==> config.mk <==
export PLATFORM = sky130hd
export DESIGN_NAME = mesh_terminal_endpoint
export DESIGN_NICKNAME = d
export VERILOG_FILES = /design/src/rtl/mesh_terminal_endpoint.sv
export SDC_FILE = /design/constraint.sdc
export NUM_CORES = 1
export LEC_CHECK = 0
export CAP_MARGIN = 20
export CORE_MARGIN = 3
export CORE_UTILIZATION = 55
export CTS_CLUSTER_DIAMETER = 30
export DETAILED_ROUTE_END_ITERATION = 10
export GPL_TIMING_DRIVEN = 0
export PLACE_DENSITY = 0.81
export SYNTH_ARGS = -nofsm -noshare
export SYNTH_HDL_FRONTEND = slang
export SYNTH_SLANG_ARGS = --single-unit
==> constraint.sdc <==
create_clock -name clk -period 2.9 [get_ports clk]
set_input_delay 0.58 -clock clk [delete_from_list [all_inputs] [get_ports clk]]
set_output_delay 0.58 -clock clk [all_outputs]
set_load 0.03 [all_outputs]
==> src/rtl/mesh_terminal_endpoint.sv <==
// mesh_terminal_endpoint: device-side endpoint for one terminal of the bus mesh.
// TX path buffers local packets and offers the FIFO head to the mesh
// (pndng_i_in/data_out_i_in, consumed by popin). RX path drains packets the
// mesh presents by pulsing pop, one packet in flight, into a local FIFO.
// Optional feature macro: MESH_EP_ADDR_CHECK_EN -- drop captured packets whose
// destination row/col differs from MY_ROW/MY_COL and count them in misroute_cnt.
module mesh_terminal_endpoint #(
    parameter int pckg_sz    = 40,
    parameter int fifo_depth = 4,
    parameter int MY_ROW     = 0,
    parameter int MY_COL     = 1,
    parameter int CNT_W      = 16
) (
    input  logic               clk,
    input  logic               reset,
    input  logic               tx_push,
    input  logic [pckg_sz-1:0] tx_data,
    output logic               tx_full,
    output logic               tx_drop,
    output logic               pndng_i_in,
    output logic [pckg_sz-1:0] data_out_i_in,
    input  logic               popin,
    input  logic               pndng,
    input  logic [pckg_sz-1:0] data_out,
    output logic               pop,
    input  logic               rx_pop,
    output logic [pckg_sz-1:0] rx_data,
    output logic               rx_pndng,
    output logic [CNT_W-1:0]   rx_pkt_cnt
`ifdef MESH_EP_ADDR_CHECK_EN
    ,output logic [CNT_W-1:0]  misroute_cnt
`endif
);

    localparam int PTR_W  = (fifo_depth > 1) ? $clog2(fifo_depth) : 1;
    localparam int CNT_FW = $clog2(fifo_depth + 1);
    localparam logic [PTR_W-1:0]  LAST_PTR = PTR_W'(fifo_depth - 1);
    localparam logic [CNT_FW-1:0] DEPTH_C  = CNT_FW'(fifo_depth);
    localparam logic [3:0] MY_ROW_ID = MY_ROW[3:0];
    localparam logic [3:0] MY_COL_ID = MY_COL[3:0];
`ifdef MESH_EP_ADDR_CHECK_EN
    localparam bit ADDR_CHECK = 1'b1;
`else
    localparam bit ADDR_CHECK = 1'b0;
`endif

    typedef enum logic [1:0] {RX_IDLE, RX_POP, RX_WAIT} rx_state_t;

    // Pointer advance wrapping modulo fifo_depth (depth need not be a power of two)
    function automatic logic [PTR_W-1:0] next_ptr(input logic [PTR_W-1:0] p);
        return (p == LAST_PTR) ? '0 : p + 1'b1;
    endfunction

    // Saturating packet-counter increment
    function automatic logic [CNT_W-1:0] sat_inc(input logic [CNT_W-1:0] c);
        return (&c) ? c : c + 1'b1;
    endfunction

    // ---------------- TX FIFO ----------------
    logic [pckg_sz-1:0] tx_mem [fifo_depth];
    logic [PTR_W-1:0]   tx_wr, tx_rd;
    logic [CNT_FW-1:0]  tx_count;
    logic               tx_wr_en, tx_rd_en;

    assign tx_full       = (tx_count == DEPTH_C);
    assign tx_wr_en      = tx_push && !tx_full;
    assign tx_rd_en      = popin && pndng_i_in;
    assign pndng_i_in    = (tx_count != '0);
    assign data_out_i_in = pndng_i_in ? tx_mem[tx_rd] : '0;

    // TX pointers, occupancy and the drop pulse (full judged on the current count)
    always_ff @(posedge clk or posedge reset) begin
        if (reset) begin
            tx_wr    <= '0;
            tx_rd    <= '0;
            tx_count <= '0;
            tx_drop  <= 1'b0;
        end else begin
            tx_drop <= tx_push && tx_full;
            if (tx_wr_en) tx_wr <= next_ptr(tx_wr);
            if (tx_rd_en) tx_rd <= next_ptr(tx_rd);
            case ({tx_wr_en, tx_rd_en})
                2'b10:   tx_count <= tx_count + 1'b1;
                2'b01:   tx_count <= tx_count - 1'b1;
                default: tx_count <= tx_count;
            endcase
        end
    end

    // TX storage; contents are only visible through the count-gated head
    always_ff @(posedge clk) begin
        if (tx_wr_en) tx_mem[tx_wr] <= tx_data;
    end

    // ---------------- RX path ----------------
    rx_state_t          rx_state, rx_state_next;
    logic [pckg_sz-1:0] rx_mem [fifo_depth];
    logic [PTR_W-1:0]   rx_wr, rx_rd;
    logic [CNT_FW-1:0]  rx_count;
    logic               capture, addr_match, rx_wr_en, rx_rd_en;

    // Capture happens at the edge closing the pop cycle; the mesh holds data_out meanwhile
    assign capture    = (rx_state == RX_POP);
    assign addr_match = (data_out[pckg_sz-9 -: 4] == MY_ROW_ID) &&
                        (data_out[pckg_sz-13 -: 4] == MY_COL_ID);
    assign rx_wr_en   = capture && (addr_match || !ADDR_CHECK);
    assign rx_rd_en   = rx_pop && rx_pndng;
    assign rx_pndng   = (rx_count != '0);
    assign rx_data    = rx_pndng ? rx_mem[rx_rd] : '0;

    // RX FSM state register
    always_ff @(posedge clk or posedge reset) begin
        if (reset) rx_state <= RX_IDLE;
        else       rx_state <= rx_state_next;
    end

    // RX FSM next state and pop; the WAIT state gives the mesh a cycle to refresh pndng
    always_comb begin
        rx_state_next = rx_state;
        pop           = 1'b0;
        case (rx_state)
            RX_IDLE: if (pndng && (rx_count < DEPTH_C)) rx_state_next = RX_POP;
            RX_POP: begin
                pop           = 1'b1;
                rx_state_next = RX_WAIT;
            end
            RX_WAIT: rx_state_next = RX_IDLE;
            default: rx_state_next = RX_IDLE;
        endcase
    end

    // RX pointers, occupancy and saturating statistics
    always_ff @(posedge clk or posedge reset) begin
        if (reset) begin
            rx_wr      <= '0;
            rx_rd      <= '0;
            rx_count   <= '0;
            rx_pkt_cnt <= '0;
        end else begin
            if (rx_wr_en) begin
                rx_wr      <= next_ptr(rx_wr);
                rx_pkt_cnt <= sat_inc(rx_pkt_cnt);
            end
            if (rx_rd_en) rx_rd <= next_ptr(rx_rd);
            case ({rx_wr_en, rx_rd_en})
                2'b10:   rx_count <= rx_count + 1'b1;
                2'b01:   rx_count <= rx_count - 1'b1;
                default: rx_count <= rx_count;
            endcase
        end
    end

`ifdef MESH_EP_ADDR_CHECK_EN
    // Count packets drained from the mesh but addressed to another terminal
    always_ff @(posedge clk or posedge reset) begin
        if (reset)                     misroute_cnt <= '0;
        else if (capture && !addr_match) misroute_cnt <= sat_inc(misroute_cnt);
    end
`endif

    // RX storage
    always_ff @(posedge clk) begin
        if (rx_wr_en) rx_mem[rx_wr] <= data_out;
    end

endmodule

==> impl_metrics.csv <==
group,metric,value,unit
outcome,run_status,"complete, no violations",
logic_synthesis,synthDominantAreaCellType,"sky130_fd_sc_hd__edfxtp_1",
critical_path,crit_type,"reg2out",
critical_path,worstSetupStartpointType,"flop",
global_routing,grt_antenna_before_repair,2,
pwr,pwr-share-clk,0.353,
layout,post_route_cells_drive_above_1_share,0.3340,
detailed_routing,dr.first_iter.drc_count,552,
critical_path,r2r.worst_path.cells,10,
timing,postLayoutSetupSlackWorst,56.19,ps
detailed_routing,detailroute.via_count,7378,
flow_run,number_of_max_capacitance_violations_reported,0,
pwr,powerDensity,1183,nW/um^2
clock_network,clock_sinks,353,
floorplanning,die_w,165.1,um
place,placed_cell_area,16390,um^2
critical_path,cp_cell_sequence,"buf_8 -> buf_12 -> mux4_2 -> and2_1 -> clkdlybuf4s15_1",
logic_synthesis,ys_dominant_reg_cell,"sky130_fd_sc_hd__edfxtp_1",
floorplanning,die_height,165.1,um
logic_synthesis,ys_seq_elements,353,
global_routing,globalRouteMet1Util,0.2803,
min_path,min_path_type,"in2async",
timing,fin_hold_ws,468.0,ps
timing,timing.clock.skew,21.42,ps
logic_synthesis,yosys-top-cells-count,"sky130_fd_sc_hd__edfxtp_1 (320), sky130_fd_sc_hd__and2_1 (85), sky130_fd_sc_hd__mux4_2 (80)",
place,dp_slack,-15.50,ps
pwr,worst_ir_drop_vdd,802.4,uV
pwr,power_report.internal_total,14.67,mW
detailed_routing,remaining_drc_errors,0,
pwr,leakage_power_total,6.671,nW
detailed_routing,route.detailed.wl_per_inst,22.63,um
global_routing,grt_pass1_vias,8048,
pwr,power_switching,7.523,mW
timing,fin_crit_sh,0.9806,
logic_synthesis,netlist_instances,679,
global_routing,global_route.peak_usage_layer,"met2",
clock_network,clock_path_buffers,3,
global_routing,grt_start_max_net_pins,34,
detailed_routing,detailed_routing_iteration_count_for_the_pre_antenna_repair_pass,5,
clock_network,number_of_levels_the_h_tree_was_split_into,3,
layout,fill_cells,1349,
logic_synthesis,postSynthAreaPerCell,20.51,um^2
detailed_routing,drt_wl_total,30010,um
clock_network,ctsRootBufferMaster,"sky130_fd_sc_hd__clkbuf_16",
critical_path,critical-path-max-stage-delay,500,ps
pwr,power.share.sequential,0.309,
logic_synthesis,number_of_flops_mapped_to_enable_cells_by_yosys,320,
logic_synthesis,fraction_of_synthesized_cell_area_taken_by_the_top_area_cell_type,0.6900,
logic_synthesis,synth.yosys.warnings,0,
timing,rsz0062_at_grt,"yes",
critical_path,path_max_fanout,10,
critical_path,critPathArrivalTime,2260,ps
logic_synthesis,ys_async_sr_fraction,0.09348,
place,dp.final_hpwl,17850,um
layout,total_area_of_multi_input_combinational_cells,3301,um^2
clock_network,clkSlewWorstSetupHoldPaths,50,ps
logic_synthesis,synth.yosys.seq_area_share,0.7493,
clock_network,ctsHoldBuffers,0,
critical_path,cpLargestDelayFamily,"buffers and inverters",
global_routing,use_met3,0.05288,
floorplanning,rows,57,
timing,maxSlewViolCount,0,
logic_synthesis,yosys-top-cells-area,"sky130_fd_sc_hd__edfxtp_1 (69%), sky130_fd_sc_hd__mux4_2 (13%), sky130_fd_sc_hd__dfrtp_1 (5.9%)",
timing,hold_viol,0,
logic_synthesis,synthesis.nets,780,
layout,final_core_utilization,0.7625,
pwr,total_power,22.19,mW
place,portBuffers,186,
critical_path,worstSetupEndpointType,"primary output",
clock_network,tritoncts,"done",
floorplanning,boundaryPins,187,
critical_path,worst-path-stages,5,
timing,setup_violations,0,
critical_path,crit_slowest_cell,"sky130_fd_sc_hd__mux4_2",
detailed_routing,avgViaCountPerCell,5.564,
floorplanning,design.die.area,27270,um^2
pwr,power.share.combinational,0.339,
place,dp_cells,1198,
timing,max_freq,351.6,MHz
floorplanning,floorplan.initialDensity,0.5660,
global_routing,grt_remaining_overflow,0,
detailed_routing,final_antenna_net_count,0,
layout,fin_nets,1045,
layout,instances_no_fill,1326,
layout,area_delta_synth_final,34.70,%
logic_synthesis,synthesis.area,13930,um^2
logic_synthesis,synth_cell_type_count,44,
global_routing,grt_first_pass_wirelength,46010,um
layout,regArea,10440,um^2
pwr,switching_share,0.3390,
timing,finalWorstPathRequiredPeriod,2844,ps
global_routing,met2_usage,0.3878,
layout,postLayoutCellArea,18760,um^2
critical_path,critical_path_required,2320,ps
logic_synthesis,yosysMostFrequentCell,"sky130_fd_sc_hd__edfxtp_1",
clock_network,cts_buffers,68,
clock_network,clock_latency,550,ps
floorplanning,core,24600,um^2
timing,max_slew.worst_pin.slew,749.6,ps
global_routing,grt_util_all_layers,0.2263,
timing,timing.setup.tns,0,ps
timing,max_slew_margin,0.4997,
critical_path,cp_num_buf_inv,3,
place,gp_congestion,0.8111,
==> layer usage <==
metal  wire length [um]  share of wire  vias to the layer above
li1                   -              -                     3261
met1              11320           0.38                     3799
met2              16130           0.54                      264
met3               1748          0.058                       54
met4                815          0.027                        0
met5                  0              0                        -
==> repair_timing <==
item | 4_1_cts | 5_1_grt
pin swaps | 0 | 0
resized for setup | 198 | 88
endpoints found under the setup margin | 82 | 61
setup buffers | 0 | 2
==> cell type report <==
class,instances,area share
Antenna cell,2,0.0002668
Buffer,26,0.01441
Clock buffer,70,0.09110
Clock inverter,56,0.03455
Inverter,19,0.003868
Multi-Input combinational cell,279,0.1759
Sequential cell,353,0.5562
Tap cell,324,0.02161
Timing Repair Buffer,197,0.1020
==> sequential cells by signal, indices dropped and copies added, names as in the netlist, 3 cells and up <==
register,cells
tx_count,3
rx_pkt_cnt,16
rx_mem,160
tx_mem,160
rx_count,3
==> path summary, 6_finish.rpt <==
| kind | slack, ps | end | from |
|---|---|---|---|
| worst min-delay path | 470 | rx_rd[1] | reset |
| max in group asynchronous | 1870 | tx_rd[0] | reset |
| worst max-delay path | 60 | data_out_i_in[18] | tx_rd[0] |
| worst min register to register | 480 | rx_state[0] | rx_state[1] |
| min in group clk | 480 | rx_state[0] | rx_state[1] |
| worst max register to register | 800 | tx_count[2] | tx_count[0] |
==> power groups by stage <==
stage               Sequential, mW  Clock (mW)  Combinational (mW)
floorplan                     6.87           0                4.85
global placement              6.87           0                7.59
detailed placement            6.88           0                7.83
CTS                           6.83        7.94                7.67
global route                  6.91        8.21                7.99
finish                        6.85        7.83                7.52
==> cell families after synthesis <==
kind of cell / after synthesis / synth area share
AOI/OAI and AO/OA: 14 / 0.005929
xor gates and xnor gates: 12 / 0.007547
adders and majority gates: 15 / 0.01455
buffers and inverters: 47 / 0.01518
DFF: 353 / 0.7493
muxes: 91 / 0.1383
and+or+nand+nor: 147 / 0.06927
==> cells in the final DEF, fill, tap and decap left out, drive strengths merged, types with 9 or more instances in the layout <==
master,instances
and2,85
clkbuf,117
inv,37
dfrtp,33
nor2,12
nand2,10
mux4,80
ha,13
buf,28
xor2,9
clkdlybuf4s15,39
clkinv,24
clkdlybuf4s50,104
edfxtp,320
Note: power is estimated with default switching activity, not from simulation.
==> variant 1: new RTL, config.mk and constraints unchanged <==
Build with the macro `MESH_EP_ADDR_CHECK_EN` defined.
--- a/src/rtl/mesh_terminal_endpoint.sv
+++ b/src/rtl/mesh_terminal_endpoint.sv
@@ -4,6 +4,8 @@
 // mesh presents by pulsing pop, one packet in flight, into a local FIFO.
 // Optional feature macro: MESH_EP_ADDR_CHECK_EN -- drop captured packets whose
 // destination row/col differs from MY_ROW/MY_COL and count them in misroute_cnt.
+`define MESH_EP_ADDR_CHECK_EN
+
 module mesh_terminal_endpoint #(
     parameter int pckg_sz    = 40,
     parameter int fifo_depth = 4,
Behaviour (old outputs only; new: misroute_cnt): not the same (Yosys sat finds a counterexample within 4 cycles, from zero or initial values and one cycle with reset high).
==> variant 1 against the unedited design <==
- the run now ends with negative setup slack left
- design area up 4.0%
- area after synthesis up 4.4%
- setup slack worse by 0.073 ns
- first-iteration DRC count up 17%
- critical path depth down 1
- sequential cell count up 16
- routed wire length up 6.8%
- total power down 3.2%
- sequential power down 2%
- highest routed layer is now met5
- critical endpoint is now rx_data[20]
- worst hold slack worse by 0.13 ns
- synthesized cell count up 7.4%
- core utilization down 0.10 points
- clock power up 1%
- largest cell class unchanged
==> variant 1: results (changes against the unedited design) <==
stage,metric,value,unit,change
finish,fin_cells,1398,,+5.4%
drt,wire_per_inst,22.92,um,+1.3%
power_and_ir_drop,peakVddDrop,0.8111,mV,+1.1%
logic_synthesis,synth_area_leaders,"edfxtp_1 (66%), mux4_2 (12%), dfrtp_1 (8.4%)",,
finish,fin_util,76.15,%,-0.10 points
sta,setup_ws,-0.01639,ns,-0.07257 ns
sta,clock_skew,0.03158,ns,+0.01016 ns
placement,dpl_cell_area,17170,um^2,+4.7%
worst_setup_path,rr_worst_depth,5,,-5
global_route,globalRouteMet2Util,38.43,%,-0.35 points
global_route,grt_util_met1,28.92,%,+0.89 points
outcome,status,"complete, but fails checks",,
outcome,violations,negative setup slack,,
worst_setup_path,reg2reg_slack,0.67,ns,-0.13 ns
logic_synthesis,synthAdderAreaFrac,1.480,%,+0.025 points
finish,drive_above_1_share,27.18,%,-6.2 points
worst_setup_path,timing.rr.end,rx_mem[2][9],,
worst_setup_path,startpoint,rx_rd[0],,
placement,port_buffers,202,,+8.6%
global_route,grt_pass1_vias,8632,,+7.3%
worst_setup_path,critPathCapture,rx_data[20],,
worst_setup_path,timing.rr.start,rx_state[1],,
placement,dpl.hpwl,19500,um,+9.2%
drt,vias,7872,,+6.7%
placement,gp_congestion,0.7562,,-6.8%
sta,setup_tns,-0.01934,ns,-0.01934 ns
sta,setup_violations,2,,+2
logic_synthesis,synthesis.nets,831,,+6.5%
clock_network,cts_buffers,70,,+2.9%
logic_synthesis,synth_compound_area_share,0.7744,%,+0.18 points
logic_synthesis,seq_area_frac_synth,74.51,%,-0.41 points
finish,n_fill_cell,1428,,+5.9%
sta,worst_hold_slack,0.3369,ns,-0.1310 ns
logic_synthesis,synthArstFlopShare,13.28,%,+3.9 points
logic_synthesis,avgSynthCellArea,19.95,um^2,-2.8%
global_route,met3_usage,6.376,%,+1.1 points
placement,preCtsSetupSlack,-0.2072,ns,-0.1917 ns
global_route,grt_max_degree,37,,+8.8%
finish,final_nets,1114,,+6.6%
variant 1: cell count changes in the layout (fill, tap and decap cells not counted), moves of 5 or more:
cell,change
and3_1,+7
nor3_1,-5
clkdlybuf4s50_1,+16
inv_6,-11
clkdlybuf4s15_2,-25
clkbuf_2,-12
clkbuf_1,+13
xnor2_1,+23
dlygate4sd2_1,+41
clkinv_2,+6
nor2_1,-5
dfrtp_1,+14
nand2_1,+6
clkinv_1,-6
variant 1: final cells by class:
| cell class | instances | area share, % |
|---|---|---|
| sequential | 369 | 55.56 |
| multi-input combinational | 311 | 18.02 |
| timing repair buffer | 214 | 10.64 |
| clock buffer | 85 | 9.429 |
| clock inverter | 42 | 2.591 |
| tap | 330 | 2.117 |
| buffer | 29 | 1.302 |
| inverter | 17 | 0.3271 |
| antenna | 1 | 0.01283 |
variant 1: how the worst min path moves through the flow:
stage                             end  slack [ns]  cells after the start
after global placement    rx_state[0]        0.43                      1
final                     tx_count[0]        0.34                      2
after floorplan           rx_state[0]        0.42                      1
after detailed placement  rx_state[0]        0.44                      1
after global routing         tx_wr[1]        0.34                      2
after CTS                 tx_count[0]        0.32                      2
variant 1: repair_timing:
action                     in CTS  in global routing
setup endpoints to repair      82                 70
buffers inserted                3                  0
resized for setup             150                 53
variant 1: power breakdown:
group	leakage (nW)	internal, mW	switching, mW
Sequential	3.53	6.41	0.280
Combinational	2.37	2.87	3.99
Clock	1.13	5.26	2.66
Total	7.03	14.5	6.93
variant 1: critical path, cell delays in order (launching register included):
cell           delay, ns
dfrtp_2             0.50
buf_6               0.23
mux4_2              0.52
and2_1              0.19
dlygate4sd2_1       0.35
variant 1: metal layers:
metal	share of wire, %	vias up	wire length [um]
met2	52	300	16510
met3	6.9	92	2203
met5	0.16	-	50
li1	-	3461	-
met4	3.3	8	1052
met1	38	4011	12230
==> variant 2: new RTL, same settings <==
Without the edit above. Re-encode `rx_state_t` (3 states) as one-hot, 3 bits wide.
--- a/src/rtl/mesh_terminal_endpoint.sv
+++ b/src/rtl/mesh_terminal_endpoint.sv
@@ -44,7 +44,7 @@
     localparam bit ADDR_CHECK = 1'b0;
 `endif
 
-    typedef enum logic [1:0] {RX_IDLE, RX_POP, RX_WAIT} rx_state_t;
+    typedef enum logic [2:0] {RX_IDLE = 3'b001, RX_POP = 3'b010, RX_WAIT = 3'b100} rx_state_t;
 
     // Pointer advance wrapping modulo fifo_depth (depth need not be a power of two)
     function automatic logic [PTR_W-1:0] next_ptr(input logic [PTR_W-1:0] p);
Formal check against the unedited RTL: no difference found for any inputs over 4 cycles, from zero or initial values and one cycle with reset high; so few cycles prove little.
==> variant 2 against the unedited design <==
- the flow now finishes with violations (negative setup slack)
- routed wire length shrank 2.9%
- sequential cell count grew 1
- core utilization shrank 1.8 points
- setup slack lost 0.080 ns
- clock power shrank 15%
- design area shrank 2.9%
- sequential share of layout area grew 1.8 points
- total power shrank 8.7%
- area after synthesis shrank 0.86%
- worst hold slack lost 0.081 ns
- critical path type unchanged
- critical endpoint is now data_out_i_in[7]
==> variant 2: results (changes against the unedited design) <==
stage,metric,value,unit,change
clock_network,cts_buffer_depth,3,,unchanged
logic_synthesis,avgSynthCellArea,20.64,um^2,+0.62%
worst_setup_path,reg2reg_slack,0.67,ns,-0.13 ns
logic_synthesis,synth_area_leaders,"edfxtp_1 (70%), mux4_2 (13%), dfrtp_1 (6.0%)",,
worst_setup_path,worst_path_max_delay_cell,dfrtp_4,,
outcome,status,"complete, but fails checks",,
clock_network,clock_latency,0.57,ns,+0.02 ns
placement,port_buffers,186,,unchanged
sta,setup_ws,-0.02422,ns,-0.08041 ns
sta,setup_tns,-0.02422,ns,-0.02422 ns
logic_synthesis,synthArstFlopShare,9.605,%,+0.26 points
placement,gp_congestion,0.7474,,-7.9%
clock_network,cts_buffers,57,,-16%
global_route,grt_pass1_wl,44990,um,-2.2%
drt,wire_per_inst,22.46,um,-0.78%
finish,final_nets,1030,,-1.4%
worst_setup_path,crit_arrival,2.34,ns,+0.08 ns
sta,setup_violations,1,,+1
placement,dpl.hpwl,17720,um,-0.73%
sta,clock_skew,0.02474,ns,+0.003318 ns
finish,drive_above_1_share,29.70,%,-3.7 points
clock_network,ctsRootBufferMaster,clkbuf_16,,
worst_setup_path,critPathCapture,data_out_i_in[7],,
placement,dp.cells,1188,,-0.83%
global_route,grt_pass1_vias,7832,,-2.7%
global_route,grt_max_degree,33,,-2.9%
logic_synthesis,synth.distinct_cells,39,,-11%
finish,fin_util,74.47,%,-1.8 points
outcome,violations,negative setup slack,,
clock_network,htreeDepth,2,,-1
placement,dpl_cell_area,16270,um^2,-0.73%
finish,fin_cells,1298,,-2.1%
drt,drt_first_pass_iters,5,,unchanged
power_and_ir_drop,peakVddDrop,0.8017,mV,about the same
sta,worst_pin_slew,0.6968,ns,-0.05283 ns
global_route,track_usage,22.14,%,-0.50 points
logic_synthesis,synthesis.nets,770,,-1.3%
logic_synthesis,ys_top_cells_by_count,"edfxtp_1 (320), and2_1 (85), mux4_2 (80)",,
sta,worst_hold_slack,0.3869,ns,-0.08105 ns
placement,preCtsSetupSlack,-0.1603,ns,-0.1448 ns
worst_setup_path,crit_fanout,7,,-3
drt,viasPerCell,5.563,,about the same
finish,n_fill_cell,1434,,+6.3%
drt,first_iter_violations,496,,-10%
logic_synthesis,seq_area_frac_synth,75.77,%,+0.84 points
power_and_ir_drop,leakagePower,6.542,nW,-1.9%
-- variant 2: cell count changes in the layout (fill, tap and decap cells not counted), sizes merged, moves of 5 or more --
cell,delta
buf,+55
clkbuf,-38
clkdlybuf4s15,-34
clkinv,-5
dlygate4sd2,+17
inv,-14
xor2,+6
-- variant 2: final cells by class --
type / count / area share, %
clock inverter: 38 / 2.589
inverter: 18 / 0.3709
timing repair buffer: 204 / 10.41
buffer: 26 / 1.484
clock buffer: 65 / 8.049
sequential: 354 / 57.45
tap: 324 / 2.225
multi-input combinational: 268 / 17.41
antenna: 1 / 0.01374
-- variant 2: where the power goes --
| group | total [mW] | internal, mW | switching [mW] |
|---|---|---|---|
| sequential | 6.60 | 6.31 | 0.288 |
| clock | 6.66 | 4.36 | 2.31 |
| combinational | 7.00 | 3.00 | 4.00 |
-- variant 2: critical path, delay by kind of cell (launching register included) --
kind                   cells  cell delay (ns)
buffers and inverters      3             0.59
muxes                      1             0.49
DFF                        1             0.51
and+or+nand+nor            1             0.18
-- variant 2: cells by family after synthesis --
logic type                 share of synthesized area [%]
muxes                                              13.60
DFF                                                75.77
adders and majority gates                          1.468
AOI/OAI and AO/OA                                 0.4441
and+or+nand+nor                                    6.171
buffers and inverters                              1.405
xor gates and xnor gates                           1.142
-- variant 2: what timing repair did --
action / CTS / global route
endpoints found under the setup margin: 83 / 57
gates cloned: 2 / 0
resized for setup: 260 / 99
buffers inserted: 4 / 3
-- variant 2: routing by layer --
metal  share of wire (%)  wire, um  vias up  track usage (%)
li1                    -         -     3187                -
met1                  41     11860     3717            30.56
met2                  51     14810      260            36.41
met3                 6.2      1810       55            4.364
met4                 2.2       648        2            6.900
met5               0.051        15        -                0
